--- src/rtl/spi_burst_memory.sv ---
`timescale 1ns / 1ps
// SPI slave in front of an inferred word memory. A frame carries the address,
// one R/W bit, then data words; bursts auto-increment the address while CS is low.
module spi_burst_memory #(
  parameter int ADDR_WIDTH = 7,
  parameter int DATA_WIDTH = 8,
  parameter int DEPTH      = 2 ** ADDR_WIDTH,
  parameter int BURST      = 1
) (
  input  logic       clk,
  input  logic       reset,
  input  logic       sclk,
  input  logic       cs_pin,
  input  logic       mosi_pin,
  output logic       miso_pin,
  output logic [3:0] leds
);

  localparam int MAX_FIELD = (ADDR_WIDTH > DATA_WIDTH) ? ADDR_WIDTH : DATA_WIDTH;
  localparam int CNT_WIDTH = $clog2(MAX_FIELD + 1);
  localparam logic [ADDR_WIDTH:0] DEPTH_W = (ADDR_WIDTH + 1)'(DEPTH);
  localparam logic [ADDR_WIDTH-1:0] LAST_ADDR = ADDR_WIDTH'(DEPTH - 1);

  typedef enum logic [2:0] {IDLE, ADDR, RW, WDATA, RDATA, HOLD} state_t;

  state_t state_reg, state_next;

  logic [1:0] sclk_sync_reg, cs_sync_reg, mosi_sync_reg;
  logic       sclk_prev_reg, cs_prev_reg;
  logic [1:0] settle_reg;
  logic       armed_reg;

  logic [CNT_WIDTH-1:0]  bit_cnt_reg;
  logic [ADDR_WIDTH-1:0] addr_reg, wr_addr_reg, rd_addr;
  logic [DATA_WIDTH-1:0] wdata_reg, rd_shift_reg, wr_data_reg, rd_data_reg;
  logic                  miso_reg, wr_en_reg, wrap_reg;

  logic [DATA_WIDTH-1:0] mem [DEPTH];

  logic sclk_rise, sclk_fall, cs_fall, cs_rise, mosi_bit;
  logic last_addr_bit, last_data_bit, addr_at_end;
  logic [ADDR_WIDTH-1:0] addr_shift, addr_wrapped, addr_inc;
  logic [ADDR_WIDTH:0]   addr_full;
  logic [DATA_WIDTH-1:0] data_shift;

  // Two synchronizer stages plus one history flop for edge detection.
  always_ff @(posedge clk or posedge reset) begin
    if (reset) begin
      sclk_sync_reg <= 2'b00;
      cs_sync_reg   <= 2'b11;
      mosi_sync_reg <= 2'b00;
      sclk_prev_reg <= 1'b0;
      cs_prev_reg   <= 1'b1;
      settle_reg    <= 2'd0;
      armed_reg     <= 1'b0;
    end else begin
      sclk_sync_reg <= {sclk_sync_reg[0], sclk};
      cs_sync_reg   <= {cs_sync_reg[0], cs_pin};
      mosi_sync_reg <= {mosi_sync_reg[0], mosi_pin};
      sclk_prev_reg <= sclk_sync_reg[1];
      cs_prev_reg   <= cs_sync_reg[1];
      if (settle_reg != 2'd3) settle_reg <= settle_reg + 2'd1;
      // Only a CS that was genuinely seen high after reset may start a frame.
      if (settle_reg == 2'd3 && cs_sync_reg[1]) armed_reg <= 1'b1;
    end
  end

  assign sclk_rise = sclk_sync_reg[1] & ~sclk_prev_reg;
  assign sclk_fall = ~sclk_sync_reg[1] & sclk_prev_reg;
  assign cs_fall   = armed_reg & cs_prev_reg & ~cs_sync_reg[1];
  assign cs_rise   = cs_sync_reg[1] & ~cs_prev_reg;
  assign mosi_bit  = mosi_sync_reg[1];

  assign last_addr_bit = (bit_cnt_reg == CNT_WIDTH'(ADDR_WIDTH - 1));
  assign last_data_bit = (bit_cnt_reg == CNT_WIDTH'(DATA_WIDTH - 1));
  assign addr_at_end   = (addr_reg == LAST_ADDR);
  assign addr_inc      = addr_at_end ? '0 : addr_reg + 1'b1;
  assign addr_shift    = {addr_reg[ADDR_WIDTH-2:0], mosi_bit};
  assign addr_full     = {1'b0, addr_shift} % DEPTH_W;
  assign addr_wrapped  = addr_full[ADDR_WIDTH-1:0];
  assign data_shift    = {wdata_reg[DATA_WIDTH-2:0], mosi_bit};

  always_ff @(posedge clk or posedge reset) begin
    if (reset) state_reg <= IDLE;
    else       state_reg <= state_next;
  end

  always_comb begin
    state_next = state_reg;
    if (cs_rise) begin
      state_next = IDLE;
    end else begin
      case (state_reg)
        IDLE:    if (cs_fall) state_next = ADDR;
        ADDR:    if (sclk_rise && last_addr_bit) state_next = RW;
        RW:      if (sclk_rise) state_next = mosi_bit ? RDATA : WDATA;
        WDATA:   if (sclk_rise && last_data_bit && BURST == 0) state_next = HOLD;
        RDATA:   if (sclk_rise && last_data_bit && BURST == 0) state_next = HOLD;
        HOLD:    state_next = HOLD;
        default: state_next = IDLE;
      endcase
    end
  end

  always_comb begin
    miso_pin = (state_reg == RDATA) ? miso_reg : 1'b0;
    leds     = {wrap_reg, state_reg == WDATA, state_reg == RDATA, ~cs_sync_reg[1]};
  end

  always_ff @(posedge clk or posedge reset) begin
    if (reset) begin
      bit_cnt_reg  <= '0;
      addr_reg     <= '0;
      wdata_reg    <= '0;
      rd_shift_reg <= '0;
      miso_reg     <= 1'b0;
      wr_en_reg    <= 1'b0;
      wr_addr_reg  <= '0;
      wr_data_reg  <= '0;
      wrap_reg     <= 1'b0;
    end else begin
      wr_en_reg <= 1'b0;
      if (state_reg == IDLE && cs_fall) begin
        wrap_reg    <= 1'b0;
        bit_cnt_reg <= '0;
        // An sclk edge coincident with the CS edge is address bit 0.
        if (sclk_rise) begin
          addr_reg    <= addr_shift;
          bit_cnt_reg <= CNT_WIDTH'(1);
        end
      end else if (!cs_rise) begin
        case (state_reg)
          ADDR: if (sclk_rise) begin
            if (last_addr_bit) begin
              addr_reg    <= addr_wrapped;
              bit_cnt_reg <= '0;
            end else begin
              addr_reg    <= addr_shift;
              bit_cnt_reg <= bit_cnt_reg + 1'b1;
            end
          end
          RW: if (sclk_rise) begin
            bit_cnt_reg <= '0;
            miso_reg    <= 1'b0;
            if (mosi_bit) rd_shift_reg <= rd_data_reg;
          end
          WDATA: if (sclk_rise) begin
            wdata_reg <= data_shift;
            if (last_data_bit) begin
              wr_en_reg   <= 1'b1;
              wr_addr_reg <= addr_reg;
              wr_data_reg <= data_shift;
              bit_cnt_reg <= '0;
              if (BURST != 0) begin
                addr_reg <= addr_inc;
                if (addr_at_end) wrap_reg <= 1'b1;
              end
            end else begin
              bit_cnt_reg <= bit_cnt_reg + 1'b1;
            end
          end
          RDATA: begin
            if (sclk_fall) begin
              miso_reg     <= rd_shift_reg[DATA_WIDTH-1];
              rd_shift_reg <= {rd_shift_reg[DATA_WIDTH-2:0], 1'b0};
            end else if (sclk_rise) begin
              if (last_data_bit) begin
                bit_cnt_reg <= '0;
                if (BURST != 0) begin
                  // rd_data_reg already holds the following word.
                  rd_shift_reg <= rd_data_reg;
                  addr_reg     <= addr_inc;
                  if (addr_at_end) wrap_reg <= 1'b1;
                end
              end else begin
                bit_cnt_reg <= bit_cnt_reg + 1'b1;
              end
            end
          end
          default: ;
        endcase
      end
    end
  end

  // During a read the port looks one word ahead so bursts have no gap.
  assign rd_addr = (state_reg == RDATA) ? addr_inc : addr_reg;

  always_ff @(posedge clk) begin
    if (wr_en_reg) mem[wr_addr_reg] <= wr_data_reg;
    rd_data_reg <= mem[rd_addr];
  end

endmodule

--- config.mk ---
export PLATFORM = sky130hd
export DESIGN_NAME = spi_burst_memory
export DESIGN_NICKNAME = d
export VERILOG_FILES = /design/src/rtl/spi_burst_memory.sv
export SDC_FILE = /design/constraint.sdc
export NUM_CORES = 1
export LEC_CHECK = 0
export CAP_MARGIN = 10
export CELL_PAD_IN_SITES_DETAIL_PLACEMENT = 2
export CELL_PAD_IN_SITES_GLOBAL_PLACEMENT = 2
export CORE_MARGIN = 2
export CORE_UTILIZATION = 49
export CTS_BUF_LIST = sky130_fd_sc_hd__clkbuf_8 sky130_fd_sc_hd__clkbuf_16
export DETAILED_ROUTE_END_ITERATION = 10
export PLACE_DENSITY = 0.78
export SLEW_MARGIN = 20
export SYNTH_ARGS = -nofsm -noshare
export SYNTH_HDL_FRONTEND = slang
export SYNTH_SLANG_ARGS = --single-unit
--- constraint.sdc ---
create_clock -name clk -period 3.9 [get_ports clk]
set_input_delay 0.585 -clock clk [delete_from_list [all_inputs] [get_ports clk]]
set_output_delay 0.585 -clock clk [all_outputs]
set_load 0.01 [all_outputs]
==> flow_summary.toml, run 1 <==
[synth]
yosysUniqueCellTypes = 80
synth-edff-count = 1024
ys_seq_area_share_pct = 75.4
ys_ff_latch = 1090
synth_cells = 2459
synth_ff_type = "edfxtp_1"
yosysWarnings = 0
syn_nets = 2469
synthArstFlopShare_pct = 5.32
syn_area_um2 = 42900
synth_area_per_cell_um2 = 17.5

[grt]
overflow = 0
grt_pass1_wl_um = 219000
antenna_found_initial = 4
grt_pass1_vias = 27900
grt_start_max_net_pins = 99
grt_usage_pct = 34.4

[detailed_routing]
vias = 26000
wl_um = 154000
drt_drc_violations_left = 0
postRouteAntennaNets = 0
routed_wire_length_per_instance_um = 39.8
initialDrtViolationCount = 3129
dr.pass1.iters = 5
via_per_inst = 6.70

[floorplanning]
io_pins = 10
die_area_um2 = 90000
start_util_pct = 49.5
num_rows = 108
coreArea_um2 = 86800
fp.dieH_um = 300
die-width_um = 300

[layout]
largest_register = "mem"
largest_reg_flops = 1024
mostFrequentLayoutCells = "1024 x edfxtp_1, 218 x nand2_1, 169 x nor2_1, 161 x buf_4, 133 x mux2i_1"
post-route-cell-area_um2 = 49700
final_common_cell = "edfxtp_1"
fin_util_pct = 57.2
syn_to_final_growth_pct = 15.7
finish.cell_count_without_fillers = 3877
final_nets = 2636
drive_above_1_share_pct = 21.3

[power_and_ir_drop]
peakVddDrop_mv = 0.463
power_density_nw_per_um2 = 644
power_mw = 32.0
leakage_nw = 17.0

[timing]
setup_viol = 3
hold_viol_final = 0
fmax_mhz = 253
slew_headroom_pct = 21.5
fin_tns_setup_ns = -0.102
holdWs_ns = 0.273
slew_violations = 0
postLayoutSetupSlackWorst_ns = -0.0545
tightestPinTransition_ns = 1.17
fin_crit_ns = 3.95
rsz0062_at_grt = "true"
finalCritPeriodShare_pct = 101
skew_ns = 0.0380

[clock_network]
cts_max_level = 3
cts_buffers = 111
cts.sink_count = 1090
ctsHoldBuffers = 0
cts_tree = "built"
clk_latency_ns = 0.73
cts_root_buffer = "clkbuf_16"
clk_pin_slew_ns = 0.07
clk_path_buf_depth = 3

[outcome]
status = "finished, violations left"
failed_checks = "negative setup slack"

[placement]
numPortBuffers = 9
post_dp_cell_area_um2 = 45200
dpl.hpwl_um = 89300
dp_cells = 3651
pre_cts_ws_ns = -0.589
gp_congestion = 0.845

[flow_run]
max_cap_violations = 0

[worst_hold_path]
min_path_type = "input port to register"
holdPathStages = 1

[critical_path]
start_kind = "register"
worstPathRequired_ns = 4.48
worstPathArrival_ns = 4.54
crit_type = "register to register"
cp_max_fo = 23
worst-r2r-cell-count = 12
crit_path_end_kind = "register"
-- kinds of logic (layout without fill, tap and decap cells) --
family	after synthesis	in the layout	share of synthesized area [%]
fa+ha+maj	5	5	0.146
xor+xnor	7	7	0.143
mux	286	286	10.5
flops	1090	1090	75.4
compound gates	397	397	6.65
other cells	0	4	0
buf+inv	151	410	1.81
simple gates	523	523	5.37
-- metal layers --
layer | track usage (%) | part of all wire (%) | vias to the layer above
met4 | 15.5 | 5.1 | 2
li1 | - | - | 10200
met5 | 0 | 0.0071 | -
met1 | 44.2 | 38 | 13900
met3 | 5.46 | 6.7 | 442
met2 | 58.1 | 51 | 1435
-- final timing paths --
kind,from,to,slack [ns]
min,cs_pin,cs_sync_reg[0],0.27
max,addr_reg[1],rd_data_reg[5],-0.05
max in group asynchronous,reset,rd_shift_reg[1],2.60
min reg2reg,sclk_sync_reg[0],sclk_sync_reg[1],0.36
min in group asynchronous,reset,armed_reg,0.39
max reg2reg,addr_reg[1],rd_data_reg[5],-0.05
-- critical path: stages (launching register included) --
cell	delay, ns
dfrtp_1	0.39
ha_2	0.29
and4_2	0.35
buf_4	0.19
nand2_1	0.19
a311oi_4	0.33
buf_4	0.38
nor2_2	0.12
buf_4	0.27
and2_1	0.22
o41ai_2	0.54
o221a_1	0.36
nand4_1	0.15
-- report_power, final --
group	switching [mW]	internal, mW	total [mW]	leakage (nW)
sequential	0.147	12.7	12.9	10.5
clock	5.00	6.72	11.7	1.95
combinational	4.78	2.62	7.40	4.56
total	9.92	22.1	32.0	17.0
-- Yosys cell counts, types with 5 or more instances --
cell type  instances  share of area, %
buf_1              6             0.052
a32oi_1           25              0.51
a211oi_1          14              0.24
nand3_1           16              0.19
or2_2              5             0.073
mux2_2            24              0.63
mux2i_1          134               3.1
a32o_1             8              0.19
and2_1            10              0.15
o41ai_1            7              0.14
nand2b_1           7              0.10
dfxtp_1            8              0.37
nor2b_1           12              0.17
a31oi_1           23              0.34
nor3_1            22              0.26
o22a_1            14              0.29
and3_1            15              0.22
o21ai_0           35              0.41
nand4_1           13              0.19
o22ai_1           37              0.54
a31o_2             7              0.14
a2111oi_0          7              0.14
a22o_1            13              0.27
a21oi_1           81              0.94
edfxtp_1        1024                72
dfrtp_1           55               3.2
nand2_1          221               1.9
mux4_2           126               6.6
buf_6             12              0.31
buf_2             25              0.29
nor4_1             6             0.087
a311oi_1          15              0.31
xnor2_1            6              0.12
inv_1             12              0.10
a221oi_1          19              0.39
a22oi_1           63               1.1
o221a_1            7              0.18
nor4b_1            9              0.18
nor2_1           171               1.5
clkbuf_1          74              0.65
ha_1               5              0.15
buf_4             19              0.33
-- what timing repair did --
action | in CTS | in global routing
setup endpoints to repair | 8 | 8
setup buffers | 3 | 11
pin swaps | 1 | 3
gates cloned | 0 | 0
gates resized for setup | 23 | 28
-- area by class of cell --
type,count,area (um2)
Clock inverter,79,891
Clock buffer,126,3010
Timing Repair Buffer,192,1730
Inverter,13,50.0
Tap cell,1155,1450
Fill cell,7197,37100
Sequential cell,1090,32400
Antenna cell,4,10.0
Multi-Input combinational cell,1218,10100
(Power assumes the default switching activity.)
==> run 2: changes to the inputs <==
==> constraint.sdc (replaced) <==
create_clock -name clk -period 3.9 [get_ports clk]
set_input_delay 0.975 -clock clk [delete_from_list [all_inputs] [get_ports clk]]
set_output_delay 0.975 -clock clk [all_outputs]
set_load 0.01 [all_outputs]
==> run 2 against run 1 <==
The flow still finishes with violations (negative setup slack). Wire length up 2.0%. Core utilization shrank 0.41 points. Total power shrank 1.8%. Count of clock-buffer cells in the layout increased by 2. Sequential power about the same. Worst hold slack gained 0.089 ns. Clock power decreased by 4%. Register-to-register slack barely moved. Critical path depth is 1 lower. Critical path type unchanged. Design area shrank 0.72%.
==> flow_summary.toml, run 2 (same netlist as run 1, synthesis figures left out) <==
[clock_network]
cts_buffers = 113
ctsHoldBuffers = 0
cts.sink_count = 1090
clk_pin_slew_ns = 0.07
cts_root_buffer = "clkbuf_16"
clk_path_buf_depth = 3
clk_latency_ns = 0.75
cts_max_level = 3
cts_tree = "built"

[power_and_ir_drop]
peakVddDrop_mv = 0.495
power_density_nw_per_um2 = 638
power_mw = 31.4
leakage_nw = 16.9

[layout]
mostFrequentLayoutCells = "1024 x edfxtp_1, 218 x nand2_1, 168 x nor2_1, 153 x buf_4, 133 x mux2i_1"
syn_to_final_growth_pct = 14.9
drive_above_1_share_pct = 20.8
final_nets = 2632
final_common_cell = "edfxtp_1"
largest_register = "mem"
n_antenna_cell = 0
finish.cell_count_without_fillers = 3871
largest_reg_flops = 1024

[timing]
holdWs_ns = 0.362
skew_ns = 0.0545
slew_headroom_pct = 22.7
fmax_mhz = 254
slew_violations = 0
hold_viol_final = 0
setup_viol = 2
fin_crit_ns = 3.94
finalCritPeriodShare_pct = 101
tightestPinTransition_ns = 1.16
postLayoutSetupSlackWorst_ns = -0.0412

[floorplanning]
die-width_um = 300
die_area_um2 = 90000
num_rows = 108
start_util_pct = 49.5
fp.dieH_um = 300
coreArea_um2 = 86800
io_pins = 10

[critical_path]
start_kind = "register"
critPathSlowestCell = "mux4_2"
crit_type = "register to register"
path_buf_inv = 3
path_common_cell = "buf_4"
path_cells = "or3b_1 -> and2_0 -> nor2_4 -> buf_4 -> buf_12 -> buf_4 -> mux4_2 -> and2_1 -> o41ai_1 -> o221a_1 -> nand4_1"
cp_max_fo = 21
r2r_slack_ns = -0.04
worstPathArrival_ns = 4.56
worstPathRequired_ns = 4.52
max_stage_delay_ns = 0.57
crit_path_end_kind = "register"
cp_top_family = "simple AND/OR/NAND/NOR gates"

[grt]
grt_usage_pct = 33.9
grt_pass1_wl_um = 216000
grt_pass1_vias = 27900
grt_start_max_net_pins = 99
overflow = 0
antenna_found_initial = 5

[placement]
dp_cells = 3652
gp_congestion = 0.857
dpl.hpwl_um = 89800
numPortBuffers = 9
pre_cts_ws_ns = -0.469

[flow_run]
max_cap_violations = 0

[detailed_routing]
wl_um = 157000
routed_wire_length_per_instance_um = 40.6
via_per_inst = 6.74
dr.pass1.iters = 5
postRouteAntennaNets = 0
initialDrtViolationCount = 3217
vias = 26100
drt_drc_violations_left = 0

[worst_hold_path]
min_path_type = "register to register"

[outcome]
status = "finished, violations left"
failed_checks = "negative setup slack"
==> run 2: cell types whose count changed in the layout (fill, tap and decap cells not counted), sizes merged <==
cell,delta
clkinvlp,-7
buf,-7
bufinv,-11
diode,-4
clkbuf,+3
clkinv,+18
inv,+2
==> run 2: worst reg2reg max path: cells and delay by family, from the launching register on <==
| kind | cells | cell delay (ns) |
|---|---|---|
| buf+inv | 3 | 0.65 |
| simple gates | 5 | 1.21 |
| compound gates | 2 | 1.00 |
| flops | 1 | 0.39 |
| mux | 1 | 0.57 |
==> run 2: final timing paths <==
| path | from | end | cells after the start |
|---|---|---|---|
| setup / recovery | state_reg[0] | rd_data_reg[7] | 11 |
| hold / removal | sclk_sync_reg[0] | sclk_sync_reg[1] | 0 |
| setup reg to reg | state_reg[0] | rd_data_reg[7] | 11 |
| hold reg to reg | sclk_sync_reg[0] | sclk_sync_reg[1] | 0 |
| max in group asynchronous | reset | wr_data_reg[5] | 3 |
| min in group asynchronous | reset | state_reg[2] | 2 |
==> run 2: layout make-up <==
cell class	count	area, um2
fill	7413	37400
sequential	1090	32400
multi-input combinational	1218	10100
clock buffer	128	3070
timing repair buffer	186	1690
tap	1155	1450
clock inverter	81	584
inverter	13	48.8
==> run 2: stage by stage <==
step | TNS (ns) | util [%] | area, um2
2_1_floorplan | 0 | - | 42900
3_3_place_gp | -0.838 | 52.1 | 45200
3_5_place_dp | -1.58 | 52.1 | 45200
4_1_cts | 0 | 56.5 | 49000
5_1_grt | -0.00321 | 56.8 | 49300
6_report | -0.0574 | 56.8 | 49300
==> run 2: power breakdown <==
part           internal, mW  switching, mW  leakage [nW]
Clock                  6.08           5.09          1.88
Combinational          2.53           4.85          4.52
Sequential             12.7          0.157          10.5
==> run 2: timing repair <==
action	in CTS	in global routing
cloned	0	1
setup endpoints to repair	8	8
setup buffers	4	1
pin swaps	1	1
gates resized for setup	9	39
==> run 2: per-layer routing <==
| layer | global-route usage, % | up-vias | share of wire, % |
|---|---|---|---|
| li1 | - | 10200 | - |
| met1 | 43.4 | 13900 | 38 |
| met2 | 57.4 | 1529 | 50 |
| met3 | 6.14 | 446 | 7.4 |
| met4 | 13.8 | 4 | 5.1 |
| met5 | 0 | - | 0.013 |
